### config.mk
export PLATFORM = sky130hd
export DESIGN_NAME = me_window_loader
export DESIGN_NICKNAME = d
export VERILOG_FILES = /design/src/rtl/me_pkg.sv /design/src/rtl/me_window_loader.sv
export SDC_FILE = /design/constraint.sdc
export NUM_CORES = 1
export LEC_CHECK = 0
export BUFFER_PORTS_ARGS = -buffer_cell sky130_fd_sc_hd__buf_4
export CAP_MARGIN = 20
export CORE_MARGIN = 2
export CORE_UTILIZATION = 45
export DETAILED_ROUTE_END_ITERATION = 10
export GPL_TIMING_DRIVEN = 0
export PLACE_DENSITY = 0.7
export SYNTH_ARGS = -nofsm -noshare
export SYNTH_HDL_FRONTEND = slang
export SYNTH_SLANG_ARGS = --single-unit
### constraint.sdc
create_clock -name clock -period 2.8 [get_ports clock]
set_input_delay 0.56 -clock clock [delete_from_list [all_inputs] [get_ports clock]]
set_output_delay 0.56 -clock clock [all_outputs]
set_load 0.05 [all_outputs]
### src/rtl/me_pkg.sv
// Shared types and constants for the motion-estimator window loader.
package me_pkg;

    localparam int R_PIXELS = 256;
    localparam int S_PIXELS = 1024;
    localparam int R_AW     = 8;
    localparam int S_AW     = 10;
    localparam int TMO_W    = 13;

    localparam logic [7:0] NOT_FOUND = 8'hFF;

    typedef enum logic [2:0] {
        ST_IDLE   = 3'd0,
        ST_LOAD_R = 3'd1,
        ST_LOAD_S = 3'd2,
        ST_RUN    = 3'd3,
        ST_OUTPUT = 3'd4
    } me_state_t;

    typedef struct packed {
        logic [7:0] best_dist;
        logic [3:0] motion_x;
        logic [3:0] motion_y;
        logic       found;
        logic       timeout;
    } me_result_t;

endpackage

### src/rtl/me_window_loader.sv
// Feeds reference and search-window pixels into the estimator memories,
// runs the estimator and hands back one result per block.
//
// state     | meaning
// ----------+-----------------------------------------------------------
// IDLE      | waiting for a pixel flagged start-of-frame
// LOAD_R    | writing the 16x16 reference block into R memory
// LOAD_S    | writing the 32x32 search window into S memory
// RUN       | start held to the estimator until completed or timeout
// OUTPUT    | result presented, waiting for the consumer handshake
module me_window_loader
    import me_pkg::*;
#(
    parameter int DATA_W      = 8,
    parameter int RUN_TIMEOUT = 4200
) (
    input  logic              clock,
    input  logic              reset_n,
    input  logic              pix_valid,
    input  logic              pix_sof,
    input  logic [DATA_W-1:0] pix_data,
    output logic              pix_ready,
    output logic              wr_r_en,
    output logic [R_AW-1:0]   wr_r_addr,
    output logic              wr_s_en,
    output logic [S_AW-1:0]   wr_s_addr,
    output logic [DATA_W-1:0] wr_data,
    output logic              me_start,
    input  logic              me_completed,
    input  logic [7:0]        me_best_dist,
    input  logic [3:0]        me_motion_x,
    input  logic [3:0]        me_motion_y,
    output logic              res_valid,
    input  logic              res_ready,
    output logic [7:0]        res_best_dist,
    output logic [3:0]        res_motion_x,
    output logic [3:0]        res_motion_y,
    output logic              res_found,
    output logic              res_timeout,
    output logic              busy
);

    localparam logic [S_AW-1:0]  R_LAST   = S_AW'(R_PIXELS - 1);
    localparam logic [S_AW-1:0]  S_LAST   = S_AW'(S_PIXELS - 1);
    localparam logic [TMO_W-1:0] TMO_LOAD = TMO_W'(RUN_TIMEOUT - 1);

    me_state_t         state_q, state_d;
    logic [S_AW-1:0]   idx_q, idx_d;
    logic              pix_ready_q, pix_ready_d;
    logic              wr_r_en_q, wr_r_en_d;
    logic              wr_s_en_q, wr_s_en_d;
    logic [R_AW-1:0]   wr_r_addr_q, wr_r_addr_d;
    logic [S_AW-1:0]   wr_s_addr_q, wr_s_addr_d;
    logic [DATA_W-1:0] wr_data_q, wr_data_d;
    logic              start_dly_q, start_dly_d;
    logic              me_start_q, me_start_d;
    logic [TMO_W-1:0]  tmo_q, tmo_d;
    me_result_t        res_q, res_d;
    logic              res_valid_q, res_valid_d;
    logic              accept;

    assign accept = pix_valid & pix_ready_q;

    // Next-state logic: load sequencing, start handshake, timeout, result capture.
    always_comb begin
        state_d     = state_q;
        idx_d       = idx_q;
        wr_r_en_d   = 1'b0;
        wr_s_en_d   = 1'b0;
        wr_r_addr_d = wr_r_addr_q;
        wr_s_addr_d = wr_s_addr_q;
        wr_data_d   = wr_data_q;
        start_dly_d = start_dly_q;
        me_start_d  = me_start_q;
        tmo_d       = tmo_q;
        res_d       = res_q;
        res_valid_d = res_valid_q;

        case (state_q)
            ST_IDLE: begin
                // Pixels before a start-of-frame are dropped without a write.
                if (accept && pix_sof) begin
                    wr_r_en_d   = 1'b1;
                    wr_r_addr_d = '0;
                    wr_data_d   = pix_data;
                    idx_d       = S_AW'(1);
                    state_d     = ST_LOAD_R;
                end
            end

            ST_LOAD_R, ST_LOAD_S: begin
                if (accept) begin
                    wr_data_d = pix_data;
                    if (pix_sof) begin
                        // A fresh frame restarts the load; stale data is overwritten.
                        wr_r_en_d   = 1'b1;
                        wr_r_addr_d = '0;
                        idx_d       = S_AW'(1);
                        state_d     = ST_LOAD_R;
                    end else if (state_q == ST_LOAD_R) begin
                        wr_r_en_d   = 1'b1;
                        wr_r_addr_d = idx_q[R_AW-1:0];
                        if (idx_q == R_LAST) begin
                            idx_d   = '0;
                            state_d = ST_LOAD_S;
                        end else begin
                            idx_d = idx_q + S_AW'(1);
                        end
                    end else begin
                        wr_s_en_d   = 1'b1;
                        wr_s_addr_d = idx_q;
                        if (idx_q == S_LAST) begin
                            idx_d   = '0;
                            state_d = ST_RUN;
                        end else begin
                            idx_d = idx_q + S_AW'(1);
                        end
                    end
                end
            end

            ST_RUN: begin
                if (!me_start_q) begin
                    // One spare cycle so the final S write lands before start.
                    if (start_dly_q) begin
                        me_start_d  = 1'b1;
                        start_dly_d = 1'b0;
                        tmo_d       = TMO_LOAD;
                    end else begin
                        start_dly_d = 1'b1;
                    end
                end else if (me_completed) begin
                    res_d.best_dist = me_best_dist;
                    res_d.motion_x  = me_motion_x;
                    res_d.motion_y  = me_motion_y;
                    res_d.found     = (me_best_dist != NOT_FOUND);
                    res_d.timeout   = 1'b0;
                    me_start_d      = 1'b0;
                    res_valid_d     = 1'b1;
                    state_d         = ST_OUTPUT;
                end else if (tmo_q == '0) begin
                    res_d.best_dist = NOT_FOUND;
                    res_d.motion_x  = '0;
                    res_d.motion_y  = '0;
                    res_d.found     = 1'b0;
                    res_d.timeout   = 1'b1;
                    me_start_d      = 1'b0;
                    res_valid_d     = 1'b1;
                    state_d         = ST_OUTPUT;
                end else begin
                    tmo_d = tmo_q - TMO_W'(1);
                end
            end

            ST_OUTPUT: begin
                if (res_ready) begin
                    res_valid_d = 1'b0;
                    state_d     = ST_IDLE;
                end
            end

            default: begin
                state_d = ST_IDLE;
            end
        endcase

        pix_ready_d = (state_d == ST_IDLE) || (state_d == ST_LOAD_R) ||
                      (state_d == ST_LOAD_S);
    end

    // State and output registers, all cleared by reset.
    always_ff @(posedge clock or negedge reset_n) begin
        if (!reset_n) begin
            state_q     <= ST_IDLE;
            idx_q       <= '0;
            pix_ready_q <= 1'b0;
            wr_r_en_q   <= 1'b0;
            wr_s_en_q   <= 1'b0;
            wr_r_addr_q <= '0;
            wr_s_addr_q <= '0;
            wr_data_q   <= '0;
            start_dly_q <= 1'b0;
            me_start_q  <= 1'b0;
            tmo_q       <= '0;
            res_q       <= '0;
            res_valid_q <= 1'b0;
        end else begin
            state_q     <= state_d;
            idx_q       <= idx_d;
            pix_ready_q <= pix_ready_d;
            wr_r_en_q   <= wr_r_en_d;
            wr_s_en_q   <= wr_s_en_d;
            wr_r_addr_q <= wr_r_addr_d;
            wr_s_addr_q <= wr_s_addr_d;
            wr_data_q   <= wr_data_d;
            start_dly_q <= start_dly_d;
            me_start_q  <= me_start_d;
            tmo_q       <= tmo_d;
            res_q       <= res_d;
            res_valid_q <= res_valid_d;
        end
    end

    assign pix_ready     = pix_ready_q;
    assign wr_r_en       = wr_r_en_q;
    assign wr_r_addr     = wr_r_addr_q;
    assign wr_s_en       = wr_s_en_q;
    assign wr_s_addr     = wr_s_addr_q;
    assign wr_data       = wr_data_q;
    assign me_start      = me_start_q;
    assign res_valid     = res_valid_q;
    assign res_best_dist = res_q.best_dist;
    assign res_motion_x  = res_q.motion_x;
    assign res_motion_y  = res_q.motion_y;
    assign res_found     = res_q.found;
    assign res_timeout   = res_q.timeout;
    assign busy          = (state_q != ST_IDLE);

endmodule

After elaboration in Yosys (flattened, before gate mapping)

Index checks and enable logic that the tools add are counted.
W data, S select, Z words.

Register bits after elaboration: 76
Bits of input ports: 30
Output and inout port bits: 50
Word-level logic and storage cells: 110

Add/sub/neg operators: 2
Eq/ne operators: 17
Mux-type cells: 51
Bitwise logic cells: 4
Reductions and logical operators: 19

Operator list:

| cell                    | count |
|---|---|
| $mux W10                | 6 |
| $mux W13                | 4 |
| $mux W8                 | 6 |
| $mux W18                | 2 |
| $pmux W8 S2             | 2 |
| $mux W3                 | 10 |
| $pmux W10 S2            | 1 |
| $mux W1                 | 17 |
| $reduce_and A4 Y1       | 4 |
| $logic_not A13 Y1       | 1 |
| $sub A13 B1 Y13 const B | 1 |
| $ne A2 B2 Y1 const B    | 6 |
| $pmux W3 S4             | 1 |
| $add A10 B1 Y10 const B | 1 |
| $eq A10 B10 Y1 const B  | 1 |
| $eq A10 B8 Y1 const B   | 1 |
| $eq A3 B2 Y1 const B    | 3 |
| $ne A8 B8 Y1 const B    | 1 |
| $reduce_bool A2 Y1      | 4 |
| $eq A3 B1 Y1 const B    | 2 |
| $logic_not A3 Y1        | 2 |
| $ne A3 B3 Y1 const B    | 2 |
| $reduce_and A3 Y1       | 2 |
| $pmux W1 S2             | 2 |
| other kinds (8)         | 11 |

Logic depth before layout (Yosys ltp)

Depth after elaboration: 9
Gate-level depth with buffers: 7
Depth with buffers taken out: 6

Least setup slack after synthesis

Ideal clock, no wire load.

Path type: reg2reg
From: register tmo_q[0]
To: register res_q (netlist bit res_motion_x[0])
Library setup time: 0.121 ns
Arrival time: 1.972 ns
Required time: 2.679 ns
Slack: 0.707 ns
Cell stages (with the launch flop): 8
Path buffers: 1
Period minus slack after synthesis: 2.093 ns
Cell sequence: dfrtp_1 inv_1 ha_1 nor4b_1 a31oi_1 or2_2 clkbuf_1 a22o_1

Cells in the longest elaborated chain, start to end: 3

RTL lines:

| item                                | line                    | RTL |
|---|---|---|
| from (decl)                         | me_window_loader.sv:57  | `logic [TMO_W-1:0] tmo_q, tmo_d;` |
| from (signal assigned)              | me_window_loader.sv:198 | `tmo_q <= tmo_d;` |
| $logic_not A13 Y1                   | me_window_loader.sv:141 | `end else if (tmo_q == '0) begin` |
| $reduce_bool A2 Y1 (no source line) | --                      |  |
| $reduce_and A3 Y1 (no source line)  | --                      |  |
| to (signal assigned)                | me_window_loader.sv:199 | `res_q <= res_d;` |
| to (decl)                           | me_window_loader.sv:58  | `me_result_t res_q, res_d;` |

No other way between the ends.
A chain may end at the register's enable or synchronous reset.

Worst setup path after layout

From: register state_q[2]
To: register idx_q[1]

Cells in the longest elaborated chain, start to end: 5
Elaborated cells between the ends (all ways): 12
Those cells by class: 4 x eq/ne; 4 x mux; 4 x reduce/logical

RTL lines:

| item                   | line                                            | RTL |
|---|---|---|
| from (decl)            | me_window_loader.sv:47                          | `me_state_t state_q, state_d;` |
| from (signal assigned) | me_window_loader.sv:188                         | `state_q <= state_d;` |
| $eq A3 B1 Y1           | me_window_loader.sv:79, me_window_loader.sv:100 |  |
| $mux W10               | me_window_loader.sv:100                         | `end else if (state_q == ST_LOAD_R) begin` |
| $mux W10               | me_window_loader.sv:94                          | `if (pix_sof) begin` |
| $mux W10               | me_window_loader.sv:92                          | `if (accept) begin` |
| $pmux W10 S2           | me_window_loader.sv:79                          | `case (state_q)` |
| to (signal assigned)   | me_window_loader.sv:189                         | `idx_q <= idx_d;` |
| to (decl)              | me_window_loader.sv:48                          | `logic [S_AW-1:0] idx_q, idx_d;` |

Parallel ways exist; a longest one is shown, timed or not. The select of a mux whose other input is x is not followed.

==> flow_summary.yaml <==
outcome:
  status: "complete, no violations"
floorplanning:
  core_sq_mm: 0.00761
  die_width_um: 92.1
  die-area_sq_mm: 0.00848
  placement_rows: 32
  floorplan.die.height_um: 92.1
  ioPinCount: 80
  floorplan.initialDensity: 0.459
setup_path:
  critical_path_buf_inv_count: 2
  rrSetupSlack_ns: 0.38
  worstPathMaxFanout: 10
  crit_path_max_incr_delay_ns: 0.51
  cp_top_family: "simple AND/OR/NAND/NOR gates"
  endpoint_kind: "flip-flop"
  r2r_cells: 6
  setup.worst_path.class: "flip-flop to flip-flop"
  critical_path_start_type: "flip-flop"
  crit_path_cell_trace: "clkbuf_1 -> nand3b_1 -> nor3_4 -> clkbuf_1 -> mux2i_1 -> a21oi_1"
  worst-endpoint-required_ns: 3.01
  crit-reg2reg-launch: "state_q[2]$_DFF_PN0_"
  worstSetupStartpoint: "state_q[2]$_DFF_PN0_"
  critical_path.reg2reg.endpoint: "idx_q[1]$_DFFE_PN0P_"
  critical-path-top-cell-by-count: "sky130_fd_sc_hd__clkbuf_1"
  worst_path_max_delay_cell: "sky130_fd_sc_hd__nor3_4"
  cp_data_arrival_time_ns: 2.63
placed_design:
  dpl.hpwl_um: 5400
  place.port_buffers: 79
  place.gp.congestion: 0.821
clocking:
  cts_max_path_buffers: 2
  cts_made_buffers: 9
  htreeDepth: 3
  cts.reportedPaths.clkPinSlew_ns: 0.08
  tritoncts_clock_tree: "built"
  cts_post_setup_buffers_inserted: 0
  worst_skew_pair.late_latency_ns: 0.35
  buffer_type_at_the_clock_tree_root: "sky130_fd_sc_hd__clkbuf_8"
  clock_sinks: 76
sta:
  tightest_slew_ns: 0.914
  finalHoldWorstSlack_ns: 0.346
  timing_max_transition_violations_final: 0
  final-setup-viol-count: 0
  final_hold_viol_count: 0
  finalCritPeriodShare: 0.865
  slew_headroom: 0.385
  fin_setup_tns_ns: 0
  final_period_minus_worst_setup_slack_ns: 2.42
  unrepaired_setup_endpoints_after_global_routing: "no"
  fmax_ghz: 0.413
  final_clock_skew_ns: 0.0101
pwr:
  pwr_density_cell_mw_per_mm2: 1120
  leakagePower_nw: 1.98
  vdd.ir_drop.worst_mv: 0.637
synthesis:
  postSynthCellCount: 313
  synth_seq_area_share: 0.545
  post_synthesis_cell_area_sq_mm: 0.00349
  synth-main-ff-cell: "sky130_fd_sc_hd__dfrtp_1"
  post-synth-top-count-cell: "sky130_fd_sc_hd__dfrtp_1"
  mappedNetlistNets: 345
  yosysWarningCount: 0
  synth.cells.most_frequent: "76 x sky130_fd_sc_hd__dfrtp_1, 18 x sky130_fd_sc_hd__nand2_1, 16 x sky130_fd_sc_hd__a22o_1, 16 x sky130_fd_sc_hd__mux2_2, 16 x sky130_fd_sc_hd__o21ai_0"
  ys_ff_latch: 76
  netlist_top_cells_area: "sky130_fd_sc_hd__dfrtp_1 54%, sky130_fd_sc_hd__mux2_2 5.2%, sky130_fd_sc_hd__a22o_1 4.0%"
  synth-edff-count: 0
  synthesis.area_per_instance_sq_um: 11.2
  synth_top_area_share: 0.545
  async_flop_share: 1.00
  yosysTopAreaCell: "sky130_fd_sc_hd__dfrtp_1"
  synth.distinct_cells: 55
grt:
  first_pass_grt_wire_length_um: 12800
  first_global_vias: 2739
  grt_max_degree: 77
  grtUsageTotal: 0.187
  initial_antenna_violation_count: 0
  grt_ovf: 0
route:
  post-route-drc-count: 0
  drt-wirelength-per-cell_um: 15.0
  first_pass_iters: 4
  drt-initial-drc-count: 180
  detail-route-antenna-nets: 0
  post_drt_via_cell_ratio: 5.55
  vias: 2828
  drt_wl_total_um: 7650
cells_and_area:
  drive_above_1_share: 0.309
  area_delta_synth_final_pct: 27.5
  finalNetCount: 435
  antenna_cells_inserted: 0
min_path:
  hold_path_class: "input pin to asynchronous set/reset pin"
run:
  max_cap_violations: 0
[report_power, final]
part / leakage [nW] / total (mW) / switching [mW] / internal (mW)
Clock: 0.110 / 0.933 / 0.403 / 0.530
Sequential: 0.962 / 1.70 / 0.257 / 1.44
Combinational: 0.908 / 2.37 / 1.55 / 0.822
Total: 1.98 / 5.00 / 2.21 / 2.79
[repair_timing]
action	in CTS	in global routing
gates resized for setup	0	1
hold endpoints to repair	0	0
endpoints found under the setup margin	0	1
hold buffers	0	0
[metal layers]
metal,wire length [um],GRT usage,up-vias
li1,-,-,1370
met1,3540,0.249,1372
met2,3660,0.305,78
met3,349,0.0427,8
met4,96,0.0572,0
met5,0,0,-
[cell type report]
class | instances | area (sq um)
Timing Repair Buffer | 79 | 593
Clock buffer | 11 | 141
Buffer | 15 | 57.6
Inverter | 14 | 52.6
Fill cell | 692 | 3160
Clock inverter | 5 | 85.1
Tap cell | 102 | 128
Multi-Input combinational cell | 208 | 1490
Sequential cell | 76 | 1900
[stage by stage]
stage	total power, mW	std cells	area [sq um]	utilization	setup WS, ns
after floorplan	3.37	313	3490	-	0.707
after global placement	4.04	494	4210	0.554	0.300
after detailed placement	4.09	494	4220	0.554	0.208
after CTS	5.04	510	4440	0.584	0.210
after global routing	5.28	510	4450	0.585	0.136
final	5.00	510	4450	0.585	0.379
[flip-flops by register name (all words and copies together), names as in the netlist]
register / cells
wr_data: 8
wr_s_en: 1
pix_ready: 1
state_q: 3
res_motion_x: 4
res_best_dist: 8
res_timeout: 1
me_start: 1
tmo_q: 13
wr_s_addr: 10
res_found: 1
res_motion_y: 4
res_valid: 1
wr_r_en: 1
start_dly_q: 1
wr_r_addr: 8
idx_q: 10
[layout by cell type (no fill, tap or decap), types with 3 or more instances in the layout]
master,instances
sky130_fd_sc_hd__a22o_1,16
sky130_fd_sc_hd__buf_4,79
sky130_fd_sc_hd__or3_1,4
sky130_fd_sc_hd__a31oi_1,3
sky130_fd_sc_hd__xnor2_1,4
sky130_fd_sc_hd__o21ai_0,16
sky130_fd_sc_hd__clkbuf_8,10
sky130_fd_sc_hd__nor2b_1,3
sky130_fd_sc_hd__nor2_1,9
sky130_fd_sc_hd__or2_2,5
sky130_fd_sc_hd__o31ai_1,7
sky130_fd_sc_hd__o21a_1,3
sky130_fd_sc_hd__nor4_1,10
sky130_fd_sc_hd__o2111ai_1,3
sky130_fd_sc_hd__o22a_1,8
sky130_fd_sc_hd__a22oi_1,3
sky130_fd_sc_hd__clkbuf_1,15
sky130_fd_sc_hd__mux2_2,16
sky130_fd_sc_hd__dfrtp_1,76
sky130_fd_sc_hd__nand3_1,7
sky130_fd_sc_hd__nand2b_1,5
sky130_fd_sc_hd__a21oi_1,11
sky130_fd_sc_hd__or4_1,7
sky130_fd_sc_hd__mux2i_1,4
sky130_fd_sc_hd__nand4_1,6
sky130_fd_sc_hd__nand2_1,18
sky130_fd_sc_hd__inv_1,14
[how the worst max path moves through the flow]
stage                                       end  slack [ns]  cells past startpoint
floorplan           res_motion_x[0]$_DFFE_PN0P_        0.71                      7
global placement           idx_q[1]$_DFFE_PN0P_        0.30                      6
detailed placement         idx_q[1]$_DFFE_PN0P_        0.21                      6
CTS                        idx_q[1]$_DFFE_PN0P_        0.21                      6
global route               idx_q[1]$_DFFE_PN0P_        0.14                      6
finish                     idx_q[1]$_DFFE_PN0P_        0.38                      6
[logic make-up (layout without fill, tap and decap cells)]
group	Yosys count	in the layout	synth area share
compound gates	85	85	0.177
xor+xnor	4	4	0.0100
fa+ha+maj	2	2	0.00717
buf+inv	29	124	0.0315
flops	76	76	0.545
mux	20	20	0.0631
simple gates	97	97	0.166
(Power assumes the default switching activity.)
